`src/rtl/writeback_stage.sv`:
```
// WB stage of the 5-stage MIPS pipeline: commits GPR writes, MTC0/MFC0, exceptions and ERET,
// and drives the CP0 bus, pipeline flush, forwarding info and the debug trace port.
module writeback_stage #(
    parameter int unsigned          DATA_WIDTH       = 32,
    parameter int unsigned          ADDR_WIDTH       = 32,
    parameter logic [ADDR_WIDTH-1:0] EXCEPTION_VECTOR = 32'hbfc00380
) (
    input  logic                  clock,
    input  logic                  reset,
    input  logic                  mem_to_wb_valid,
    output logic                  wb_allowin,
    input  logic [ADDR_WIDTH-1:0] mem_pc,
    input  logic [DATA_WIDTH-1:0] mem_result,
    input  logic                  mem_gpr_we,
    input  logic [4:0]            mem_dest,
    input  logic [1:0]            mem_cp0_op,
    input  logic [4:0]            mem_cp0_reg,
    input  logic [2:0]            mem_cp0_sel,
    input  logic [DATA_WIDTH-1:0] mem_rt_value,
    input  logic                  mem_exception_valid,
    input  logic [4:0]            mem_exception_code,
    input  logic                  mem_in_delay_slot,
    input  logic [DATA_WIDTH-1:0] cp0_read_data,
    input  logic [ADDR_WIDTH-1:0] cp0_epc,
    output logic [4:0]            cp0_address_register,
    output logic [2:0]            cp0_address_select,
    output logic                  cp0_write_enabled,
    output logic [DATA_WIDTH-1:0] cp0_write_data,
    output logic                  cp0_exception_valid,
    output logic [4:0]            cp0_exception_code,
    output logic [ADDR_WIDTH-1:0] cp0_exception_address,
    output logic                  cp0_in_delay_slot,
    output logic                  cp0_eret_flush,
    output logic                  flush,
    output logic [ADDR_WIDTH-1:0] flush_target,
    output logic                  rf_we,
    output logic [4:0]            rf_waddr,
    output logic [DATA_WIDTH-1:0] rf_wdata,
    output logic                  wb_fwd_valid,
    output logic [4:0]            wb_fwd_dest,
    output logic [ADDR_WIDTH-1:0] debug_wb_pc,
    output logic [3:0]            debug_wb_rf_wen,
    output logic [4:0]            debug_wb_rf_wnum,
    output logic [DATA_WIDTH-1:0] debug_wb_rf_wdata
);

    localparam logic [1:0] OpMfc0 = 2'b01;
    localparam logic [1:0] OpMtc0 = 2'b10;
    localparam logic [1:0] OpEret = 2'b11;

    typedef enum logic {PhaseWait, PhaseCommit} mfc0_phase_e;

    logic                  wb_valid_q, wb_valid_d;
    mfc0_phase_e           mfc0_phase_q, mfc0_phase_d;
    logic [ADDR_WIDTH-1:0] pc_q, pc_d;
    logic [DATA_WIDTH-1:0] result_q, result_d;
    logic                  gpr_we_q, gpr_we_d;
    logic [4:0]            dest_q, dest_d;
    logic [1:0]            cp0_op_q, cp0_op_d;
    logic [4:0]            cp0_reg_q, cp0_reg_d;
    logic [2:0]            cp0_sel_q, cp0_sel_d;
    logic [DATA_WIDTH-1:0] rt_value_q, rt_value_d;
    logic                  exc_valid_q, exc_valid_d;
    logic [4:0]            exc_code_q, exc_code_d;
    logic                  bd_q, bd_d;

    logic live;
    logic is_mfc0;
    logic ready_go;
    logic commit;
    logic exc_commit;
    logic eret_commit;

    // Gating with reset keeps every output quiet during the reset cycle itself.
    assign live        = wb_valid_q && !reset;
    assign is_mfc0     = (cp0_op_q == OpMfc0);
    assign ready_go    = !(is_mfc0 && (mfc0_phase_q == PhaseWait));
    assign commit      = live && ready_go;
    assign exc_commit  = commit && exc_valid_q;
    assign eret_commit = commit && (cp0_op_q == OpEret) && !exc_valid_q;
    assign wb_allowin  = !reset && (!wb_valid_q || ready_go);

    always_comb begin
        wb_valid_d   = wb_valid_q;
        mfc0_phase_d = mfc0_phase_q;
        pc_d         = pc_q;
        result_d     = result_q;
        gpr_we_d     = gpr_we_q;
        dest_d       = dest_q;
        cp0_op_d     = cp0_op_q;
        cp0_reg_d    = cp0_reg_q;
        cp0_sel_d    = cp0_sel_q;
        rt_value_d   = rt_value_q;
        exc_valid_d  = exc_valid_q;
        exc_code_d   = exc_code_q;
        bd_d         = bd_q;

        if (commit) begin
            mfc0_phase_d = PhaseWait;
        end else if (live && is_mfc0 && (mfc0_phase_q == PhaseWait)) begin
            mfc0_phase_d = PhaseCommit;
            result_d     = cp0_read_data;
        end

        if (flush) begin
            wb_valid_d = 1'b0;
        end else if (wb_allowin) begin
            wb_valid_d = mem_to_wb_valid;
            if (mem_to_wb_valid) begin
                pc_d        = mem_pc;
                result_d    = mem_result;
                gpr_we_d    = mem_gpr_we;
                dest_d      = mem_dest;
                cp0_op_d    = mem_cp0_op;
                cp0_reg_d   = mem_cp0_reg;
                cp0_sel_d   = mem_cp0_sel;
                rt_value_d  = mem_rt_value;
                exc_valid_d = mem_exception_valid;
                exc_code_d  = mem_exception_code;
                bd_d        = mem_in_delay_slot;
            end
        end
    end

    always_ff @(posedge clock) begin
        if (reset) begin
            wb_valid_q   <= 1'b0;
            mfc0_phase_q <= PhaseWait;
            pc_q         <= '0;
            result_q     <= '0;
            gpr_we_q     <= 1'b0;
            dest_q       <= '0;
            cp0_op_q     <= '0;
            cp0_reg_q    <= '0;
            cp0_sel_q    <= '0;
            rt_value_q   <= '0;
            exc_valid_q  <= 1'b0;
            exc_code_q   <= '0;
            bd_q         <= 1'b0;
        end else begin
            wb_valid_q   <= wb_valid_d;
            mfc0_phase_q <= mfc0_phase_d;
            pc_q         <= pc_d;
            result_q     <= result_d;
            gpr_we_q     <= gpr_we_d;
            dest_q       <= dest_d;
            cp0_op_q     <= cp0_op_d;
            cp0_reg_q    <= cp0_reg_d;
            cp0_sel_q    <= cp0_sel_d;
            rt_value_q   <= rt_value_d;
            exc_valid_q  <= exc_valid_d;
            exc_code_q   <= exc_code_d;
            bd_q         <= bd_d;
        end
    end

    assign cp0_address_register = live ? cp0_reg_q : '0;
    assign cp0_address_select   = live ? cp0_sel_q : '0;

    assign cp0_write_enabled = commit && (cp0_op_q == OpMtc0) && !exc_valid_q;
    assign cp0_write_data    = cp0_write_enabled ? rt_value_q : '0;

    // Raw PC goes out; CP0 applies the delay-slot adjustment itself.
    assign cp0_exception_valid   = exc_commit;
    assign cp0_exception_code    = exc_commit ? exc_code_q : '0;
    assign cp0_exception_address = exc_commit ? pc_q : '0;
    assign cp0_in_delay_slot     = exc_commit && bd_q;
    assign cp0_eret_flush        = eret_commit;

    assign flush        = exc_commit || eret_commit;
    assign flush_target = exc_commit  ? EXCEPTION_VECTOR :
                          eret_commit ? cp0_epc : '0;

    assign rf_we    = commit && gpr_we_q && !exc_valid_q && (dest_q != 5'd0);
    assign rf_waddr = rf_we ? dest_q : '0;
    assign rf_wdata = rf_we ? result_q : '0;

    // Stays up through the MFC0 wait so dependent instructions in ID stall.
    assign wb_fwd_valid = live && gpr_we_q && !exc_valid_q;
    assign wb_fwd_dest  = wb_fwd_valid ? dest_q : '0;

    assign debug_wb_pc       = live ? pc_q : '0;
    assign debug_wb_rf_wen   = {4{rf_we}};
    assign debug_wb_rf_wnum  = rf_waddr;
    assign debug_wb_rf_wdata = rf_wdata;

endmodule

```
`config.mk`:
```
export PLATFORM = sky130hd
export DESIGN_NAME = writeback_stage
export DESIGN_NICKNAME = d
export VERILOG_FILES = /design/src/rtl/writeback_stage.sv
export SDC_FILE = /design/constraint.sdc
export NUM_CORES = 1
export LEC_CHECK = 0
export ABC_CLOCK_PERIOD_IN_PS = 5900
export CORE_AREA = 5 5 161 163
export CTS_BUF_LIST = sky130_fd_sc_hd__clkbuf_4 sky130_fd_sc_hd__clkbuf_8 sky130_fd_sc_hd__clkbuf_16
export DETAILED_ROUTE_END_ITERATION = 7
export DIE_AREA = 0 0 166 168
export PLACE_DENSITY = 0.7
export SYNTH_ARGS = -nofsm -noshare
export SYNTH_HDL_FRONTEND = slang
export SYNTH_SLANG_ARGS = --single-unit
export TNS_END_PERCENT = 20
```
`constraint.sdc`:
```
create_clock -name clock -period 5.9 [get_ports clock]
set_input_delay 1.18 -clock clock [delete_from_list [all_inputs] [get_ports clock]]
set_output_delay 1.18 -clock clock [all_outputs]
set_load 0.005 [all_outputs]
```
==> impl_metrics.toml, run 1 <==
[outcome]
status = "finished, final reports clean"

[grt]
gr-usage-all-layers = 0.1828
grt_max_degree = 90
grt_pass1_wl_mm = 40.10
grt-ovfl-total = 0
first_global_vias = 6592
antenna_found_initial = 4

[sta]
max_slew_margin = 0.2178
tns_ns = 0
finClkSkew_ns = 0.01203
rsz0062_at_grt = "no"
fin_ws_ns = 0.9632
layout_min_cycle_time_ns = 4.937
whs_ns = 0.4476
slew_violations = 0
clock.fmax_ghz = 0.2026
setup_viol = 0
min_period_over_period = 0.8368
hold_viol = 0
worst_pin_slew_ns = 1.172

[logic_synthesis]
synth_flop_cell = "dfxtp_1"
netlist_instances = 827
synth_cell_types = 29
syn_area_um2 = 6137
yosys_register_bits = 121
synth_edf_count = 0
syn-num-nets = 1013
syn_area_per_cell_um2 = 7.421
yosysWarnings = 0
yosysSeqAreaShare = 0.3947
async_reset_ff_frac = 0

[pwr]
max-vdd-ir-drop_v = 0.0001551
powerDensity_nw_per_um2 = 208.0
p_total_mw = 2.256
leakage_nw = 4.048

[clock_network]
clockBufferDepth = 2
cts_buffers = 17
htree_levels = 4
cts_tree = "yes"
clkTransAtPathRegs_ns = 0.06
holdBufCountCts = 0
cts_resized = 0
clkSinkCount = 121
clkLatencyLatePin_ns = 0.41
post_cts_buffers = 0
cts_root_buf = "clkbuf_16"

[setup_path]
worstPathArrival_ns = 3.76
end_kind = "output pin"
worstPathMaxFanout = 69
crit_type = "in -> out"
start_kind = "primary input"
cpMostUsedCell = "buf_4"
slowest_stage = "nor2_2"
critPathMaxStageDelay_ns = 0.95
required_ns = 4.72
worstPathCellList = "buf_4 -> nand3b_1 -> nor2_2 -> buf_4 -> and2_1 -> clkdlybuf4s50_1"

[min_path]
min_path_type = "reg -> reg"

[floorplan]
placeableCoreArea_um2 = 24180
die_area_um2 = 27890
pin_count = 418
die_y_um = 168
std_cell_rows = 57
start_util = 0.2538
die_w_um = 166

[placed_design]
hpwlAfterDp_mm = 20.39
place_congestion = 0.9057
port_buffers = 417
place_ws_ns = 0.8787

[drt]
wl_per_cell_um = 17.92
wirelength_mm = 26.94
dr.pass1.iters = 4
drc = 0
vias = 6663
routed_via_density = 4.433
detail-route-antenna-nets = 0
first_iter_violations = 318

[layout]
final_util = 0.4487
layout-drive-gt1-share = 0.04414
syn2layout_area_growth_pct = 76.78
num-nets-final = 1352

[job]
maxCapViolations = 0
==> registers in the layout, indices dropped and copies added, names as in the netlist, 2 cells and up <==
register    flops
cp0_op_q        2
pc_q           32
exc_code_q      5
cp0_reg_q       5
result_q       32
dest_q          5
rt_value_q     32
cp0_sel_q       3
==> worst max-delay path, delay by kind of cell <==
family / cells / cell delay, ns
and+or+nand+nor: 3 / 1.45
buffers and inverters: 3 / 1.07
==> synth_stat cells (2+ instances only) <==
library cell / instances / area share
nor2_1: 34 / 0.021
and2_1: 172 / 0.18
a211oi_1: 31 / 0.038
nand2b_1: 2 / 0.0020
a21oi_1: 120 / 0.098
buf_4: 48 / 0.059
a21o_1: 12 / 0.015
buf_2: 29 / 0.024
clkbuf_1: 30 / 0.018
nand2_1: 210 / 0.13
dfxtp_1: 121 / 0.39
==> cells by family (layout without fill, tap and decap cells) <==
family                 after synthesis  after routing  share of synthesized area
AOI/OAI and AO/OA                  170            170                     0.1641
buffers and inverters              108            459                     0.1013
DFF                                121            121                     0.3947
other                                0              1                          0
and+or+nand+nor                    428            428                     0.3399
==> cell type report <==
| class | instances | area [um2] |
|---|---|---|
| Multi-Input combinational cell | 598 | 3129 |
| Timing Repair Buffer | 427 | 4259 |
| Tap cell | 324 | 405.4 |
| Clock buffer | 18 | 432.9 |
| Inverter | 1 | 3.754 |
| Sequential cell | 121 | 2422 |
| Fill cell | 2396 | 13330 |
| Clock inverter | 13 | 193.9 |
| Antenna cell | 1 | 2.502 |
==> metrics by stage <==
stage	instance area, um2	instances
after floorplan	6137	827
after global placement	10220	1471
after detailed placement	10220	1471
after CTS	10850	1502
after global routing	10850	1503
final	10850	1503
==> routing by layer <==
layer / part of all wire / GRT usage / vias up
met5: 0.0010 / 0 / -
met4: 0.031 / 0.07066 / 6
met3: 0.074 / 0.06471 / 46
met2: 0.52 / 0.3308 / 271
met1: 0.38 / 0.1954 / 3043
li1: - / - / 3297
==> final timing paths <==
path	from	endpoint	slack, ns	depth (start not counted)
max reg2reg	cp0_op_q[0]$_SDFFE_PP0P_	result_q[19]$_SDFF_PP0_	3.31	5
max	reset	flush_target[16]	0.96	6
min	cp0_reg_q[0]$_SDFFE_PP0P_	cp0_reg_q[0]$_SDFFE_PP0P_	0.45	2
min reg2reg	cp0_reg_q[0]$_SDFFE_PP0P_	cp0_reg_q[0]$_SDFFE_PP0P_	0.45	2
==> power breakdown <==
group | internal (mW) | switching (mW) | total, mW
Clock | 0.715 | 0.400 | 1.12
Combinational | 0.150 | 0.103 | 0.253
Sequential | 0.861 | 0.0265 | 0.887
==> placed cells by master, fill, tap and decap left out, drive strengths merged, types with 4 or more instances in the layout <==
cell type	Yosys	layout
a21oi	121	121
clkbuf	30	18
nand2	210	210
inv	1	4
dfxtp	121	121
and2	172	172
nor2	34	34
a21o	12	12
buf	77	11
clkdlybuf4s50	0	416
bufinv	0	4
a211oi	31	31
clkinv	0	5
Note: power is estimated with default switching activity, not from simulation.
==> inputs of run 2 (changes only) <==
ABC_CLOCK_PERIOD_IN_PS = 4050   (was 5900)
CORE_AREA = 5 5 160 162   (was 5 5 161 163)
DIE_AREA = 0 0 165 167   (was 0 0 166 168)
PLACE_DENSITY = 0.73   (was 0.7)
clock period = 4.05 ns   (was 5.9 ns; I/O delays follow)
==> impl_metrics.toml, run 2 (synthesis gave the netlist of run 1 again) <==
[clock_network]
cts_buffers = 17
cts_tree = "yes"
clkSinkCount = 121
clkTransAtPathRegs_ns = 0.06
cts_root_buf = "clkbuf_16"
clockBufferDepth = 2
holdBufCountCts = 0
htree_levels = 4
cts_resized = 0
post_cts_buffers = 0
clkLatencyLatePin_ns = 0.41

[grt]
grt_max_degree = 63
gr-usage-all-layers = 0.1763
grt_pass1_wl_mm = 37.98
antenna_found_initial = 3
grt-ovfl-total = 0
first_global_vias = 6469

[drt]
dr.pass1.iters = 4
wl_per_cell_um = 17.10
first_iter_violations = 326
drc = 0
wirelength_mm = 25.79
routed_via_density = 4.414
vias = 6656
detail-route-antenna-nets = 0

[setup_path]
crit_type = "in -> out"
worstPathMaxFanout = 37
crit_buf_inv = 2
slowest_stage = "clkdlybuf4s50_1"
critPathMaxStageDelay_ns = 0.56
crit_family = "buffers and inverters"
worstPathArrival_ns = 2.65
start_kind = "primary input"
required_ns = 3.24
end_kind = "output pin"
worstPathCellList = "buf_4 -> and4bb_2 -> a21boi_4 -> o21a_4 -> and2_1 -> clkdlybuf4s50_1"

[sta]
fin_ws_ns = 0.5927
max_slew_margin = 0.4821
setup_viol = 0
finClkSkew_ns = 0.01351
layout_min_cycle_time_ns = 3.457
clock.fmax_ghz = 0.2892
whs_ns = 0.4472
slew_violations = 0
rsz0062_at_grt = "no"
worst_pin_slew_ns = 0.7765
hold_viol = 0
min_period_over_period = 0.8537
tns_ns = 0

[layout]
final_cell_mix = "clkdlybuf4s50_1, nand2_1, and2_1"
layout-drive-gt1-share = 0.04818
final_area_um2 = 10860
num-nets-final = 1356
final_common_cell = "clkdlybuf4s50_1"
final_util = 0.4531
final_cells = 1508
reg_top3 = "pc_q x32, result_q x32, rt_value_q x32"
syn2layout_area_growth_pct = 76.90
fillers = 2406

[pwr]
p_total_mw = 3.235
leakage_nw = 4.055
powerDensity_nw_per_um2 = 298.0
max-vdd-ir-drop_v = 0.0002002

[placed_design]
port_buffers = 417
placed_area_um2 = 10250
post-place-cells = 1475
hpwlAfterDp_mm = 19.25
place_ws_ns = 0.5804
place_congestion = 0.8002

[floorplan]
pin_count = 418
start_util = 0.2561
placeableCoreArea_um2 = 23960
die_y_um = 167
die_area_um2 = 27560
std_cell_rows = 57
die_w_um = 165

[job]
maxCapViolations = 0

[min_path]
min_path_type = "reg -> reg"

[outcome]
status = "finished, final reports clean"
[run 2: changes by cell type in the layout (fill, tap and decap cells not counted), sizes merged]
cell,previous run,this run
buf,11,15
bufinv,4,2
clkbuf,18,19
clkinv,5,3
inv,4,8
[run 2: area by class of cell]
cell class,count,area [um2],area share
Tap cell,324,405.4,0.03734
Sequential cell,121,2422,0.2231
Multi-Input combinational cell,598,3129,0.2882
Inverter,1,3.754,0.0003457
Antenna cell,1,2.502,0.0002305
Clock inverter,13,157.7,0.01452
Clock buffer,19,446.7,0.04114
Timing Repair Buffer,431,4289,0.3951
[run 2: worst min-delay path, stage by stage (launching register included)]
cell and delay, ns:
dfxtp_1 0.30, nand2_1 0.05, a21oi_1 0.05
[run 2: where the power goes]
| part | internal, mW | total, mW | switching (mW) |
|---|---|---|---|
| Sequential | 1.25 | 1.29 | 0.0377 |
| Combinational | 0.221 | 0.368 | 0.147 |
| Clock | 0.950 | 1.58 | 0.626 |
| Total | 2.42 | 3.23 | 0.811 |
[run 2: per-layer routing]
layer,track usage,part of all wire,up-vias
met2,0.3191,0.51,251
met5,0,0.0010,-
met4,0.05895,0.019,4
met1,0.1938,0.39,3056
li1,-,-,3312
met3,0.05314,0.081,33
[run 2: final timing paths]
kind | from | to | slack (ns) | depth (start not counted)
max | reset | rf_wdata[19] | 0.59 | 6
max reg2reg | cp0_op_q[0]$_SDFFE_PP0P_ | result_q[6]$_SDFF_PP0_ | 1.68 | 5
min reg2reg | rt_value_q[9]$_SDFFE_PP0P_ | rt_value_q[9]$_SDFFE_PP0P_ | 0.45 | 2
min | rt_value_q[9]$_SDFFE_PP0P_ | rt_value_q[9]$_SDFFE_PP0P_ | 0.45 | 2
